`config.mk`:
```
export PLATFORM = sky130hd
export DESIGN_NAME = fetch_hazard_ctrl
export DESIGN_NICKNAME = d
export VERILOG_FILES = /design/src/rtl/pipe_ctrl_pkg.sv /design/src/rtl/fetch_hazard_ctrl_sat_counter.sv /design/src/rtl/fetch_hazard_ctrl.sv
export SDC_FILE = /design/constraint.sdc
export NUM_CORES = 1
export LEC_CHECK = 0
export CORE_MARGIN = 2
export CORE_UTILIZATION = 60
export CTS_CLUSTER_DIAMETER = 50
export DETAILED_ROUTE_END_ITERATION = 6
export DONT_BUFFER_PORTS = 1
export PLACE_DENSITY = 0.76
export SYNTH_ARGS = -nofsm -noshare
export SYNTH_HDL_FRONTEND = slang
export SYNTH_SLANG_ARGS = --single-unit
```
`constraint.sdc`:
```
create_clock -name clk -period 3.8 [get_ports clk]
set_clock_uncertainty 0.15 [all_clocks]
set_input_delay 0.95 -clock clk [delete_from_list [all_inputs] [get_ports clk]]
set_output_delay 0.95 -clock clk [all_outputs]
set_load 0.1 [all_outputs]
```
`src/rtl/pipe_ctrl_pkg.sv`:
```
// Shared definitions for the pipeline control blocks: FSM state, default widths,
// and the hard-wired zero register specifier.
package pipe_ctrl_pkg;
    localparam int REG_W_DEF  = 5;
    localparam int ADDR_W_DEF = 32;

    localparam logic [REG_W_DEF-1:0] REG_ZERO = '0;

    typedef enum logic {
        RUN,
        LU_STALL
    } luState_t;
endpackage

```
`src/rtl/fetch_hazard_ctrl_sat_counter.sv`:
```
// Saturating up-counter with synchronous clear; holds at all-ones instead of wrapping.
module sat_counter #(
    parameter int CNT_W = 16
) (
    input  logic             clk,
    input  logic             clear,
    input  logic             inc,
    output logic [CNT_W-1:0] cnt
);
    always_ff @(posedge clk) begin
        if (clear)
            cnt <= '0;
        else if (inc && (cnt != {CNT_W{1'b1}}))
            cnt <= cnt + 1'b1;
    end
endmodule

```
`src/rtl/fetch_hazard_ctrl.sv`:
```
// Fetch-stage sequencer: load-use hazard stalls, external freeze, gated branch
// redirects and saturating stall/flush performance counters.
module fetch_hazard_ctrl
    import pipe_ctrl_pkg::*;
#(
    parameter int REG_W             = REG_W_DEF,
    parameter int ADDR_W            = ADDR_W_DEF,
    parameter int LOAD_STALL_CYCLES = 1,
    parameter int CNT_W             = 16
) (
    input  logic              clk,
    input  logic              reset,
    input  logic [REG_W-1:0]  idRs,
    input  logic [REG_W-1:0]  idRt,
    input  logic              idUsesRt,
    input  logic              exMemRead,
    input  logic [REG_W-1:0]  exRt,
    input  logic              branchTaken,
    input  logic [ADDR_W-1:0] branchTarget,
    input  logic              extStall,
    output logic              stall,
    output logic              branchResult,
    output logic [ADDR_W-1:0] branchAddrs,
    output logic              idBubble,
    output logic [CNT_W-1:0]  stallCycles,
    output logic [CNT_W-1:0]  flushCount
);
    luState_t   state;
    logic [3:0] luCnt;
    logic       loadUse;

    // $zero is never a real producer, so a load targeting it cannot create a hazard.
    assign loadUse = exMemRead && (exRt != REG_W'(REG_ZERO)) &&
                     ((exRt == idRs) || (idUsesRt && (exRt == idRt)));

    always_comb begin
        stall        = 1'b0;
        branchResult = 1'b0;
        branchAddrs  = '0;
        idBubble     = 1'b0;
        if (reset) begin
            idBubble = 1'b1;
        end else begin
            case (state)
                RUN: begin
                    if (extStall) begin
                        stall = 1'b1;
                    end else if (loadUse) begin
                        stall    = 1'b1;
                        idBubble = 1'b1;
                    end else if (branchTaken) begin
                        branchResult = 1'b1;
                        branchAddrs  = branchTarget;
                    end
                end
                LU_STALL: begin
                    stall    = 1'b1;
                    idBubble = !extStall;
                end
                default: ;
            endcase
        end
    end

    // ID is frozen during LU_STALL, so only the countdown decides when to leave.
    always_ff @(posedge clk) begin
        if (reset) begin
            state <= RUN;
            luCnt <= '0;
        end else begin
            case (state)
                RUN: begin
                    if (!extStall && loadUse && (LOAD_STALL_CYCLES > 1)) begin
                        state <= LU_STALL;
                        luCnt <= 4'(LOAD_STALL_CYCLES - 1);
                    end
                end
                LU_STALL: begin
                    if (!extStall) begin
                        luCnt <= luCnt - 4'd1;
                        if (luCnt == 4'd1)
                            state <= RUN;
                    end
                end
                default: state <= RUN;
            endcase
        end
    end

    sat_counter #(.CNT_W(CNT_W)) uStallCnt (
        .clk   (clk),
        .clear (reset),
        .inc   (stall),
        .cnt   (stallCycles)
    );

    sat_counter #(.CNT_W(CNT_W)) uFlushCnt (
        .clk   (clk),
        .clear (reset),
        .inc   (branchResult),
        .cnt   (flushCount)
    );
endmodule

```
==> results.md <==
| Quantity | Reported |
|:---|:---|
| Status | finished, final reports clean |
| Number of different library cells in the post-synthesis netlist | 44 |
| Number of top-level pins | 120 |
| Max-capacitance violation count | 0 |
| Mean instance size in the synthesized netlist | 8.28 µm² |
| Number of setup buffers added after CTS | 0 |
| Share of layout cells above drive strength 1 | 0.325 |
| Core area | 3660 µm² |
| Top Usage Layer GRT | met2 |
| Commonest cells after routing, fill and taps aside | dfxtp_1 (37), buf_4 (31), a21oi_1 (25), buf_12 (25), and2_2 (23) |
| Hold depth | 1 |
| Placed cell count | 363 |
| Hold slack | 0.364 ns |
| Number of cells in the finished layout apart from fillers | 371 |
| Initial core utilization | 0.620 |
| Resized cells post-CTS | 0 |
| Port Buffer Count | 0 |
| Number of nets with antenna violations after routing | 0 |
| Maximum fanout encountered on the critical timing path | 19 |
| IR drop worst, VDD | 0.290 mV |
| Part of the cycle the worst path needs | 0.949 |
| Starting DRC count in detailed routing | 224 |
| Slew Limit Fails | 0 |
| Global Route met3 Usage | 0.0685 |
| Met1 capacity usage during global routing | 0.347 |
| Maximum number of pins on one net before global-route repair | 43 |
| Leakage power of the design | 1.10 nW |
| Post-route DRC | 0 |
| Number of global-route vias before repair | 2152 |
| Biggest area consumer among synthesized cells | dfxtp_1 |
| Final setup fails | 0 |
| Final estimated routing congestion in global placement | 0.858 |
| Combinational fraction of design power | 0.244 |
| Met2 global-route usage | 0.545 |
| Num Clock Sinks | 37 |
| Part of the power in the clock network | 0.309 |
| Hold-fix buffers, CTS | 0 |
| Type of element capturing the critical path | output port |
| Count of flip-flops with a built-in enable after synthesis | 0 |
| Overall die height | 65.5 µm |
| RSZ-0062 raised after global routing | no |
| Wire length of the first global-routing pass | 10.2 mm |
| Number of filler instances in the final layout | 223 |
| Number of placement rows | 22 |
| Post-detailed-placement cell area | 3050 µm² |
| Area grow syn2layout | 38.1% |
| GR Util All Layers | 0.304 |
| Total half-perimeter wirelength after legalization and detailed placement | 4.91 mm |
| Die width | 65.5 µm |
| Inserted Diodes | 0 |
| Synth Cell Area | 2270 µm² |
| Setup tns final | 0 ns |
| Type of the setup path with the least slack | input port to output port |
| Number of antenna violations at the first check in global routing | 0 |
| Skew-Pair Late Insertion Delay | 0.30 ns |
| Type of origin of the critical path | input port |
| Synth async-reset ratio | 0 |
| Clock tree root buffer cell | clkbuf_8 |
| Req. time, crit path | 2.70 ns |
| Crit path DAT | 2.51 ns |
| Switching portion of total power | 0.338 |
| Final Hold Vio Count | 0 |
| Post-synthesis instance total | 274 |
| H-tree depth | 2 |
| Yosys synthesis warning count | 0 |
| Vias post-DR | 2338 |
| Ratio of total power to cell area | 281 nW/µm² |
| Final layout net count | 379 |
| Total area of sequential cells | 741 µm² |
| Final cell area excluding filler cells | 3130 µm² |
| Sw Pwr | 297 µW |
| Multi-input logic area | 1490 µm² |
| FF+latch count, synth | 37 |
| Number of iterations in the first detailed-routing pass | 4 |
| Register share of total power | 0.447 |
| Clock buffer count from CTS | 5 |
| CTS tree | yes |
| Total Die Area | 4290 µm² |
| Commonest register cell after synthesis | dfxtp_1 |
| WL per Instance | 17.6 µm |
| Cell depth of the worst flop-to-flop path | 8 |
| Peak clock frequency supported by timing | 0.277 GHz |
| Clock-pin slew reported for the worst setup and hold paths after clock tree synthesis | 0.07 ns |
| Internal Pwr Total | 582 µW |
| Synth area leaders | dfxtp_1 (33%), and2_1 (8.8%), o31ai_1 (6.6%) |
| Worst min path class | flop to flop |
| Ratio of routed vias to standard cells | 6.30 |
| Area share of the leading cell type in the synthesized netlist | 0.327 |
| Minimum period implied by the final worst setup slack | 3.61 ns |
| Most frequent standard cell in the layout excluding fill and tap cells | dfxtp_1 |
| Portion of the post-synthesis area used by sequential elements | 0.327 |
| Total detailed-routing wirelength | 6.53 mm |
| Net count after synthesis | 331 |
| Remaining max-slew budget at the tightest pin | 0.244 |
| Buffer depth of the longest clock path | 2 |
| Gr ovfl total | 0 |
| Slew at the pin closest to its max-slew limit | 1.13 ns |
state kept, by name, indices dropped and copies added (netlist names):
signal and count:
uFlushCnt.cnt 16, state 1, luCnt 4, uStallCnt.cnt 16
worst paths after layout:
kind | slack [ns] | startpoint | endpoint
max | 0.19 | exRt[0] | stall
min | 0.36 | state | state
max reg2reg | 0.96 | uStallCnt.cnt[0] | uStallCnt.cnt[15]
min reg2reg | 0.36 | state | state
Yosys cell counts (all sizes together), types with 2 or more instances:
cell type / count
inv: 8
nor2: 16
a211oi: 2
nor2b: 5
nor3b: 2
nand3: 13
a21oi: 25
o21ai: 7
or3: 5
and3: 3
xor2: 3
nor3: 4
or4: 21
ha: 4
and2: 32
o31ai: 20
xnor2: 13
clkbuf: 8
dfxtp: 37
nand2: 15
mux2: 2
and4: 2
nand4: 8
buf: 7
stage by stage:
stage                util  total power, mW  setup WS (ns)
global route        0.855            0.900         0.0112
detailed placement  0.833            0.617          0.186
global placement    0.833            0.612          0.225
CTS                 0.855            0.878          0.183
floorplan               -            0.572        0.00614
finish              0.855            0.879          0.194
routing by layer:
| metal | up-vias | part of all wire | wire length [µm] |
|---|---|---|---|
| met5 | - | 0 | 0 |
| li1 | 1105 | - | - |
| met3 | 15 | 0.073 | 475 |
| met2 | 112 | 0.55 | 3570 |
| met1 | 1106 | 0.36 | 2340 |
| met4 | 0 | 0.022 | 145 |
power groups by stage:
stage	Clock, mW	Combinational (mW)	Sequential (mW)
2_1_floorplan	0	0.143	0.430
3_3_place_gp	0	0.210	0.402
3_5_place_dp	0	0.215	0.402
4_1_cts	0.270	0.215	0.393
5_1_grt	0.285	0.222	0.393
6_report	0.272	0.215	0.393
cell type report:
| type | instances | area share |
|---|---|---|
| Multi-Input combinational cell | 214 | 0.474 |
| Tap cell | 48 | 0.0192 |
| Clock inverter | 2 | 0.00320 |
| Clock buffer | 6 | 0.0232 |
| Timing Repair Buffer | 56 | 0.234 |
| Inverter | 8 | 0.00959 |
| Sequential cell | 37 | 0.237 |
critical path: stages:
cell and delay [ns]:
xnor2_1 0.13, nand4_1 0.15, o22a_1 0.27, o21ai_2 0.54
nor2b_4 0.28, buf_12 0.18
cells by family (layout without fill, tap and decap cells):
kind of cell,Yosys count,count (layout),synth area share
DFF,37,37,0.327
AOI/OAI and AO/OA,61,61,0.181
buffers and inverters,23,72,0.0496
and+or+nand+nor,130,130,0.345
xor gates and xnor gates,16,16,0.0618
muxes,3,3,0.0143
adders and majority gates,4,4,0.0221
Note: power is estimated with default switching activity, not from simulation.
